$ cat config.mk
export PLATFORM = sky130hd
export DESIGN_NAME = alu_seq
export DESIGN_NICKNAME = d
export VERILOG_FILES = /design/src/rtl/alu_seq_pkg.sv /design/src/rtl/alu_seq_mul.sv /design/src/rtl/alu_seq.sv
export SDC_FILE = /design/constraint.sdc
export NUM_CORES = 1
export LEC_CHECK = 0
export BUFFER_PORTS_ARGS = -buffer_cell sky130_fd_sc_hd__buf_2
export CAP_MARGIN = 40
export CORE_MARGIN = 8
export CORE_UTILIZATION = 50
export DETAILED_ROUTE_END_ITERATION = 8
export PLACE_DENSITY = 0.74
export SLEW_MARGIN = 20
export SYNTH_ARGS = -nofsm -noshare
export SYNTH_HDL_FRONTEND = slang
export SYNTH_SLANG_ARGS = --single-unit
$ cat constraint.sdc
create_clock -name Clock -period 1.72 [get_ports Clock]
set_clock_uncertainty 0.15 [all_clocks]
set_input_delay 0.344 -clock Clock [delete_from_list [all_inputs] [get_ports Clock]]
set_output_delay 0.344 -clock Clock [all_outputs]
set_load 0.02 [all_outputs]
$ cat src/rtl/alu_seq_pkg.sv
// alu_seq_pkg: shared definitions for the sequential ALU.
//   - opcode encodings (ALU_MUL .. ALU_NOT); 12..15 are reserved
//   - FSM state type
//   - bit positions of the packed flag vector (zero, sign, carry/borrow)
package alu_seq_pkg;

    localparam logic [3:0] ALU_MUL  = 4'd0;
    localparam logic [3:0] ALU_SHL  = 4'd1;
    localparam logic [3:0] ALU_SHR  = 4'd2;
    localparam logic [3:0] ALU_ROL  = 4'd3;
    localparam logic [3:0] ALU_ROR  = 4'd4;
    localparam logic [3:0] ALU_ADD  = 4'd5;
    localparam logic [3:0] ALU_SUB  = 4'd6;
    localparam logic [3:0] ALU_AND  = 4'd7;
    localparam logic [3:0] ALU_NAND = 4'd8;
    localparam logic [3:0] ALU_OR   = 4'd9;
    localparam logic [3:0] ALU_NOR  = 4'd10;
    localparam logic [3:0] ALU_NOT  = 4'd11;

    typedef enum logic [1:0] {
        StIdle = 2'd0,
        StMul  = 2'd1,
        StDone = 2'd2
    } state_e;

    localparam int unsigned FLAG_Z = 0;
    localparam int unsigned FLAG_S = 1;
    localparam int unsigned FLAG_C = 2;
    localparam int unsigned FLAG_W = 3;

endpackage

$ cat src/rtl/alu_seq_mul.sv
// alu_seq_mul: iterative unsigned shift-add multiplier, one partial-product add per cycle.
//   Clock, Resetn : clock, asynchronous active-low reset
//   start         : load a/b and begin a WIDTH-cycle multiply
//   a, b          : operands (sampled on start)
//   done          : high during the final iteration cycle
//   product       : full 2*WIDTH product, valid while done is high
module alu_seq_mul #(
    parameter int unsigned WIDTH = 8
) (
    input  logic                 Clock,
    input  logic                 Resetn,
    input  logic                 start,
    input  logic [WIDTH-1:0]     a,
    input  logic [WIDTH-1:0]     b,
    output logic                 done,
    output logic [2*WIDTH-1:0]   product
);

    localparam int unsigned CntW = $clog2(WIDTH + 1);

    logic [2*WIDTH-1:0] mcand_q;
    logic [WIDTH-1:0]   mplier_q;
    logic [2*WIDTH-1:0] acc_q;
    logic [2*WIDTH-1:0] acc_next;
    logic [CntW-1:0]    cnt_q;

    always_comb begin
        acc_next = acc_q + (mplier_q[0] ? mcand_q : '0);
    end

    // The last add is presented combinationally so the caller can register
    // the product on the same edge that ends the multiply.
    assign product = acc_next;
    assign done    = (cnt_q == CntW'(1));

    always_ff @(posedge Clock or negedge Resetn) begin
        if (!Resetn) begin
            mcand_q  <= '0;
            mplier_q <= '0;
            acc_q    <= '0;
            cnt_q    <= '0;
        end else if (start) begin
            mcand_q  <= {{WIDTH{1'b0}}, a};
            mplier_q <= b;
            acc_q    <= '0;
            cnt_q    <= CntW'(WIDTH);
        end else if (cnt_q != '0) begin
            acc_q    <= acc_next;
            mcand_q  <= mcand_q << 1;
            mplier_q <= mplier_q >> 1;
            cnt_q    <= cnt_q - CntW'(1);
        end
    end

endmodule

$ cat src/rtl/alu_seq.sv
// alu_seq: registered ALU with valid/ready handshake on both sides.
//   Clock, Resetn          : clock, asynchronous active-low reset
//   InValid / InReady      : request handshake; Inst, A, BusWires used on accept
//   OutValid / OutReady    : result handshake; Result and flags hold until taken
//   Result                 : 2*WIDTH registered result
//   Zout, Sout, Cout       : zero, sign, carry/borrow flags
//   Busy                   : multiply in progress
// Build option: define ALU_SEQ_MUL_EN to include the iterative multiplier;
// otherwise Multiply behaves as a reserved opcode and Busy is tied low.
module alu_seq
    import alu_seq_pkg::*;
#(
    parameter int unsigned WIDTH = 8
) (
    input  logic                 Clock,
    input  logic                 Resetn,
    input  logic                 InValid,
    output logic                 InReady,
    input  logic [3:0]           Inst,
    input  logic [WIDTH-1:0]     A,
    input  logic [WIDTH-1:0]     BusWires,
    output logic                 OutValid,
    input  logic                 OutReady,
    output logic [2*WIDTH-1:0]   Result,
    output logic                 Zout,
    output logic                 Sout,
    output logic                 Cout,
    output logic                 Busy
);

    state_e             state_q, state_d;
    logic [2*WIDTH-1:0] result_q, result_d;
    logic [FLAG_W-1:0]  flags_q, flags_d;

    logic               accept;
    logic               is_mul;
    logic [WIDTH:0]     sum;
    logic [2*WIDTH-1:0] op_res;
    logic               op_c;
    logic [FLAG_W-1:0]  op_flags;
    logic               mul_done;
    logic [2*WIDTH-1:0] mul_product;
    logic [FLAG_W-1:0]  mul_flags;

    assign InReady = (state_q == StIdle) || ((state_q == StDone) && OutReady);
    assign accept  = InValid && InReady;

`ifdef ALU_SEQ_MUL_EN
    assign is_mul = (Inst == ALU_MUL);
    assign Busy   = (state_q == StMul);

    alu_seq_mul #(
        .WIDTH (WIDTH)
    ) u_mul (
        .Clock   (Clock),
        .Resetn  (Resetn),
        .start   (accept && is_mul),
        .a       (A),
        .b       (BusWires),
        .done    (mul_done),
        .product (mul_product)
    );
`else
    // Multiply falls through to the reserved-opcode path below.
    assign is_mul      = 1'b0;
    assign Busy        = 1'b0;
    assign mul_done    = 1'b0;
    assign mul_product = '0;
`endif

    // Single-cycle operations, evaluated on the operands presented at accept.
    always_comb begin
        sum    = {1'b0, A} + {1'b0, BusWires};
        op_res = '0;
        op_c   = 1'b0;
        case (Inst)
            ALU_SHL: begin
                op_res = {{WIDTH{1'b0}}, A << 1};
                op_c   = A[WIDTH-1];
            end
            ALU_SHR: begin
                op_res = {{WIDTH{1'b0}}, A >> 1};
                op_c   = A[0];
            end
            ALU_ROL: begin
                op_res = {{WIDTH{1'b0}}, A[WIDTH-2:0], A[WIDTH-1]};
                op_c   = A[WIDTH-1];
            end
            ALU_ROR: begin
                op_res = {{WIDTH{1'b0}}, A[0], A[WIDTH-1:1]};
                op_c   = A[0];
            end
            ALU_ADD: begin
                op_res = {{(WIDTH-1){1'b0}}, sum};
                op_c   = sum[WIDTH];
            end
            ALU_SUB: begin
                // Zero-extended difference: a borrow sign-fills the upper half.
                op_res = {{WIDTH{1'b0}}, A} - {{WIDTH{1'b0}}, BusWires};
                op_c   = (A < BusWires);
            end
            ALU_AND:  op_res = {{WIDTH{1'b0}}, A & BusWires};
            ALU_NAND: op_res = {{WIDTH{1'b0}}, ~(A & BusWires)};
            ALU_OR:   op_res = {{WIDTH{1'b0}}, A | BusWires};
            ALU_NOR:  op_res = {{WIDTH{1'b0}}, ~(A | BusWires)};
            ALU_NOT:  op_res = {{WIDTH{1'b0}}, ~A};
            default: ;  // multiply without the multiplier, and reserved opcodes
        endcase
    end

    always_comb begin
        op_flags         = '0;
        op_flags[FLAG_Z] = (op_res == '0);
        op_flags[FLAG_S] = (Inst == ALU_SUB) ? op_res[2*WIDTH-1] : op_res[WIDTH-1];
        op_flags[FLAG_C] = op_c;

        mul_flags         = '0;
        mul_flags[FLAG_Z] = (mul_product == '0);
        mul_flags[FLAG_S] = mul_product[2*WIDTH-1];
        mul_flags[FLAG_C] = |mul_product[2*WIDTH-1:WIDTH];
    end

    always_comb begin
        state_d  = state_q;
        result_d = result_q;
        flags_d  = flags_q;
        if (accept) begin
            if (is_mul) begin
                state_d = StMul;
            end else begin
                state_d  = StDone;
                result_d = op_res;
                flags_d  = op_flags;
            end
        end else begin
            case (state_q)
                StMul: begin
                    if (mul_done) begin
                        state_d  = StDone;
                        result_d = mul_product;
                        flags_d  = mul_flags;
                    end
                end
                StDone: begin
                    if (OutReady) begin
                        state_d = StIdle;
                    end
                end
                default: ;
            endcase
        end
    end

    always_ff @(posedge Clock or negedge Resetn) begin
        if (!Resetn) begin
            state_q  <= StIdle;
            result_q <= '0;
            flags_q  <= '0;
        end else begin
            state_q  <= state_d;
            result_q <= result_d;
            flags_q  <= flags_d;
        end
    end

    assign OutValid = (state_q == StDone);
    assign Result   = result_q;
    assign Zout     = flags_q[FLAG_Z];
    assign Sout     = flags_q[FLAG_S];
    assign Cout     = flags_q[FLAG_C];

endmodule

; ---- Word-level counts from Yosys, hierarchy flattened
; Cells that the tools add are included.
[classes]
n_reduce_logical = 10
n_addsub = 2
magnitude_cmp = 1
n_bitwise = 5
muxes = 6
eq_ne = 12
[op_table]
columns = operator, n
row1 = $pmux W16 S11, 1
row2 = $not A8 Y8, 3
row3 = $eq A4 B3 Y1 const B, 4
row4 = $eq A4 B4 Y1 const B, 4
row5 = $logic_not A16 Y1, 1
row6 = $add A8 B8 Y9, 1
row7 = $sub A8 B8 Y9, 1
row8 = $and A8 B8 Y8, 1
row9 = $eq A4 B2 Y1 const B, 2
row10 = $lt A8 B8 Y1, 1
row11 = $or A8 B8 Y8, 1
row12 = $mux W2, 3
row13 = $eq A4 B1 Y1 const B, 1
row14 = $pmux W1 S4, 1
row15 = $reduce_bool A2 Y1, 2
row16 = $reduce_or A2 Y1, 2
row17 = $eq A2 B2 Y1 const B, 1
row18 = $logic_and A1 B1 Y1, 2
row19 = $logic_not A2 Y1, 1
row20 = $reduce_and A2 Y1, 1
row21 = $logic_or A1 B1 Y1, 1
row22 = $mux W1, 1
[totals]
inputBits = 24
output_inout_bits = 22
elab_cells = 39
ff_bits = 21

; ---- Longest topological paths before layout
[logic_depth]
depth_word = 6
depth_mapped = 11

; ---- Worst setup path after synthesis
; No wires, ideal clock.
[synth_timing]
kind = in2reg
startpoint = input A[0]
endpoint = register flags_q[0]
setup_ns = 0.066
arrival_ns = 2.312
path_stages = 10
required_time_ns = 1.504
setup_slack_ns = -0.808
path_cell_list = ha_1 -> inv_1 -> fa_1 -> nand2b_1 -> a211oi_1 -> nor4_1 -> a41oi_1 -> a41oi_1 -> nor4_1 -> a41o_1
[synth_between]
elab_chain_cells = 4
word_cells_on_any_way = 9
[synth_lines]
columns = element, line
row1 = "start, declared", alu_seq.sv:20  ; input logic [WIDTH-1:0] A,
row2 = "parallel branches: the longest is 2 deep, another holds $sub A8 B8 Y9", --
row3 = $pmux W16 S11 *, alu_seq.sv:76  ; case (Inst)
row4 = $logic_not A16 Y1 *, alu_seq.sv:113  ; op_flags[FLAG_Z] = (op_res == '0);
row5 = "end signal, assigned", alu_seq.sv:162  ; flags_q <= flags_d;
row6 = "end, declared", alu_seq.sv:33  ; logic [FLAG_W-1:0] flags_q, flags_d;
; Every way passes the cells marked *.
; A chain may end at the register's enable or synchronous reset.

; ---- Worst setup path in the final report
[layout_timing]
startpoint = input BusWires[1]
endpoint = register flags_q[0]
[layout_between]
elab_chain_cells = 4
word_cells_on_any_way = 8
[layout_lines]
columns = element, line
row1 = "start, declared", alu_seq.sv:21  ; input logic [WIDTH-1:0] BusWires,
row2 = "parallel branches: the longest is 2 deep, another holds $sub A8 B8 Y9", --
row3 = $pmux W16 S11 *, alu_seq.sv:76
row4 = $logic_not A16 Y1 *, alu_seq.sv:113
; Marks and branches as above.

==> results.md <==
* Status: finished with violations
* Failing checks: setup timing
* Crit-path max FO at 3
* Post-synthesis cell area at ~0.0022 mm^2
* Unrepaired setup endpoints after global routing: true
* DR WL/cell at about 18 um
* Slowest-stage cell, CP: fa_2
* Max cap viols at 0
* Crit path DAT at 2510 ps
* Vias in the first global route at approximately 2,600
* Initial antenna violation count at 0
* Nets@finish at 470
* Cell with the most instances after synthesis: nand2_1
* Placed Area at 0.00317 mm^2
* Period utilisation layout at 144%
* Syn nets at ~350
* R2r worst-path depth at 5
* Post-Place Setup Slack at -1000 ps
* Post-Route Utilization at between 80% and 90%
* Sink Count at 14
* Post-synth top cells: nand2_1 (34), ha_1 (30), inv_1 (28)
* Antenna viol nets, final at 0
* Gpl congestion at 0.994
* Met3 wire len at 665 um
* Cell taking the most area after synthesis: ha_1
* Root Driver: clkbuf_8
* # port buffers at 44
* Vias/cell at ~6.0
* Global route overflow at 0
* Synth top area cells: ha_1 (17%), dfrtp_1 (16%), nand2_1 (5.7%), inv_1 (4.7%), a21oi_1 (4.0%)
* Synth Area per Inst at between 7 and 8 um^2
* DRT Pass-1 Iters at 5
* DRC Markers at 0
* Area Growth Syn to Fin at 60.2%
* Largest net degree at the start of global routing at 18
* Synth unique cells at just under 60
* Post-synthesis sequential area ratio at between 15 and 20%
* Final setup violation count at 13
* Gate Count Post-Synth at between 200 and 300
* Final setup TNS at -5870 ps
* Longest Clk Path Bufs at 2
* Share of cells above drive strength 1 at about half
* CP peak stage delay at ~530 ps
* Share of the synthesized area in the top cell type at 16.8%
* Wire length of the first global-routing pass at roughly 12 mm
* Die Footprint at around 0.007 mm^2
* EDFF count, synth at 0
* Row count at 24
* Final Worst Setup Slack at -754 ps
* Min-delay worst type: input port to flop
* Max H-tree Level at 1
* WP data required at roughly 1800 ps
* Die X at just over 80 um
* Initial DRC Count at ~240
* Max-slew violation count at 0
* Metal2 WL at 4.09 mm
* LEAKAGE at between 0.0015 and 0.002 uW
* Tot GR Track Use at a little over a fifth
* Dpl hpwl at 6.04 mm
* Peak VDD IR at between 0.3 and 0.4 mV
* Setup crit start: BusWires[1]
* Final Hold Fails at 0
* Total number of vias at about 2,800
* CORE AREA at between 0.004 and 0.005 mm^2
* Met1 Wirelength at approximately 3.2 mm
* Clock Latency Late Sink at roughly 240 ps
* Max Used Layer: met4
* Nature of the critical path startpoint: input port
* Num CTS Buffers at 3
* Io pins at 46
* PwrDens at around 500 mW/mm^2
* Clock transition at path regs at about 60 ps
* # diodes at 0
* Initial core utilization at 51.7%
* Die Y at between 80 and 90 um
* CP Class: input port to flop
* Total Wirelength at 8.42 mm
* R2r setup slk at 230 ps
* Crit path to: flags_q[0]
* RR Startpoint: state_q[1]
* Async SR Flop Fraction at between 90% and 100%
* Tmin final at roughly 2500 ps
* Post-synth top flop: dfrtp_1
* Cell area after layout at about 0.0036 mm^2
* Synth Register Bits at 14
* Yosys Warn Count at 0
* Cell-by-cell trace of the critical path: buf_8 -> clkinvlp_4 -> buf_12 -> fa_2 -> nand2b_1 -> a32oi_1 -> nand2b_1 -> a41o_1 -> nand4b_1 -> nor4_2 -> a41o_1
* CTS tree: yes
* Fillers at about 260
* FMAX at slightly above 0.4 GHz
* Critical Path Sink Type: flop
* Crit Reg-Reg Endpoint: flags_q[0]
[power by group]
part           switching (uW)  total, uW  internal (uW)  leakage [uW]
Sequential               27.1        401            373      0.000182
Combinational             567       1070            499       0.00152
Clock                     125        328            203     0.0000288
[flip-flops by register name (all words and copies together) (netlist names)]
register,count
Result,10
state_q,1
flags_q,3
[how the worst min path moves through the flow]
stage | to | cells past startpoint | startpoint | slack (ps)
after floorplan | Result[0] | 0 | Resetn | -100
after global placement | Result[0] | 1 | Resetn | 100
after detailed placement | Result[3] | 1 | Resetn | 100
after CTS | state_q[1] | 2 | InValid | 170
after global routing | state_q[1] | 2 | InValid | 180
final | state_q[1] | 2 | InValid | 170
[area by class of cell]
| type | count | area [um^2] | area share [%] |
|---|---|---|---|
| Clock buffer | 4 | 55.1 | 1.54 |
| Inverter | 29 | 130 | 3.63 |
| Multi-Input combinational cell | 229 | 1970 | 55.1 |
| Sequential cell | 14 | 350 | 9.78 |
| Tap cell | 52 | 65.1 | 1.82 |
| Timing Repair Buffer | 137 | 1010 | 28.1 |
[cells in the final DEF (no fill, tap or decap), drive strengths merged, types with 5 or more instances in the layout]
cell / instances
nand2b: 11
mux2i: 7
dfrtp: 14
inv: 28
nor2: 19
buf: 136
a211oi: 5
a21oi: 18
o31ai: 5
nand2: 34
a31oi: 5
nor3: 7
o21ai: 18
ha: 30
[worst max-delay path, delay by kind of cell]
kind	cells	cell delay, ps
and+or+nand+nor	4	650
adders and majority gates	1	530
AOI/OAI and AO/OA	3	650
buffers and inverters	3	340
[what timing repair did]
action / 4_1_cts / 5_1_grt
setup buffers: 2 / 4
hold buffers: 1 / 0
endpoints found under the hold margin: 14 / 0
gates resized for setup: 41 / 37
setup endpoints to repair: 13 / 13
pin swaps: 31 / 25
[cells by family after synthesis]
| group | after synthesis | share of synthesized area [%] |
|---|---|---|
| flip-flops | 14 | 15.7 |
| AO/OA/AOI/OAI | 89 | 28.1 |
| AND/OR/NAND/NOR | 96 | 21.2 |
| XOR/XNOR | 2 | 0.784 |
| buffers and inverters | 52 | 11.4 |
| adder cells (fa/ha/maj) | 32 | 18.6 |
| multiplexers | 9 | 4.14 |
| other | 1 | 0.168 |
[per-layer routing]
layer / vias to the layer above / track usage, %
li1: 1282 / -
met5: - / 0
met4: 0 / 6.87
met3: 54 / 4.39
met2: 147 / 37.1
met1: 1288 / 23.8
[per-stage QoR]
step | hold WS (ps) | power, uW | std cells
6_report | 169 | 1790 | 465
5_1_grt | 184 | 1880 | 465
4_1_cts | 168 | 1680 | 463
3_5_place_dp | 100 | 1300 | 457
3_3_place_gp | 98.2 | 1280 | 457
2_1_floorplan | -102 | 908 | 295
Note: power is estimated with default switching activity, not from simulation.
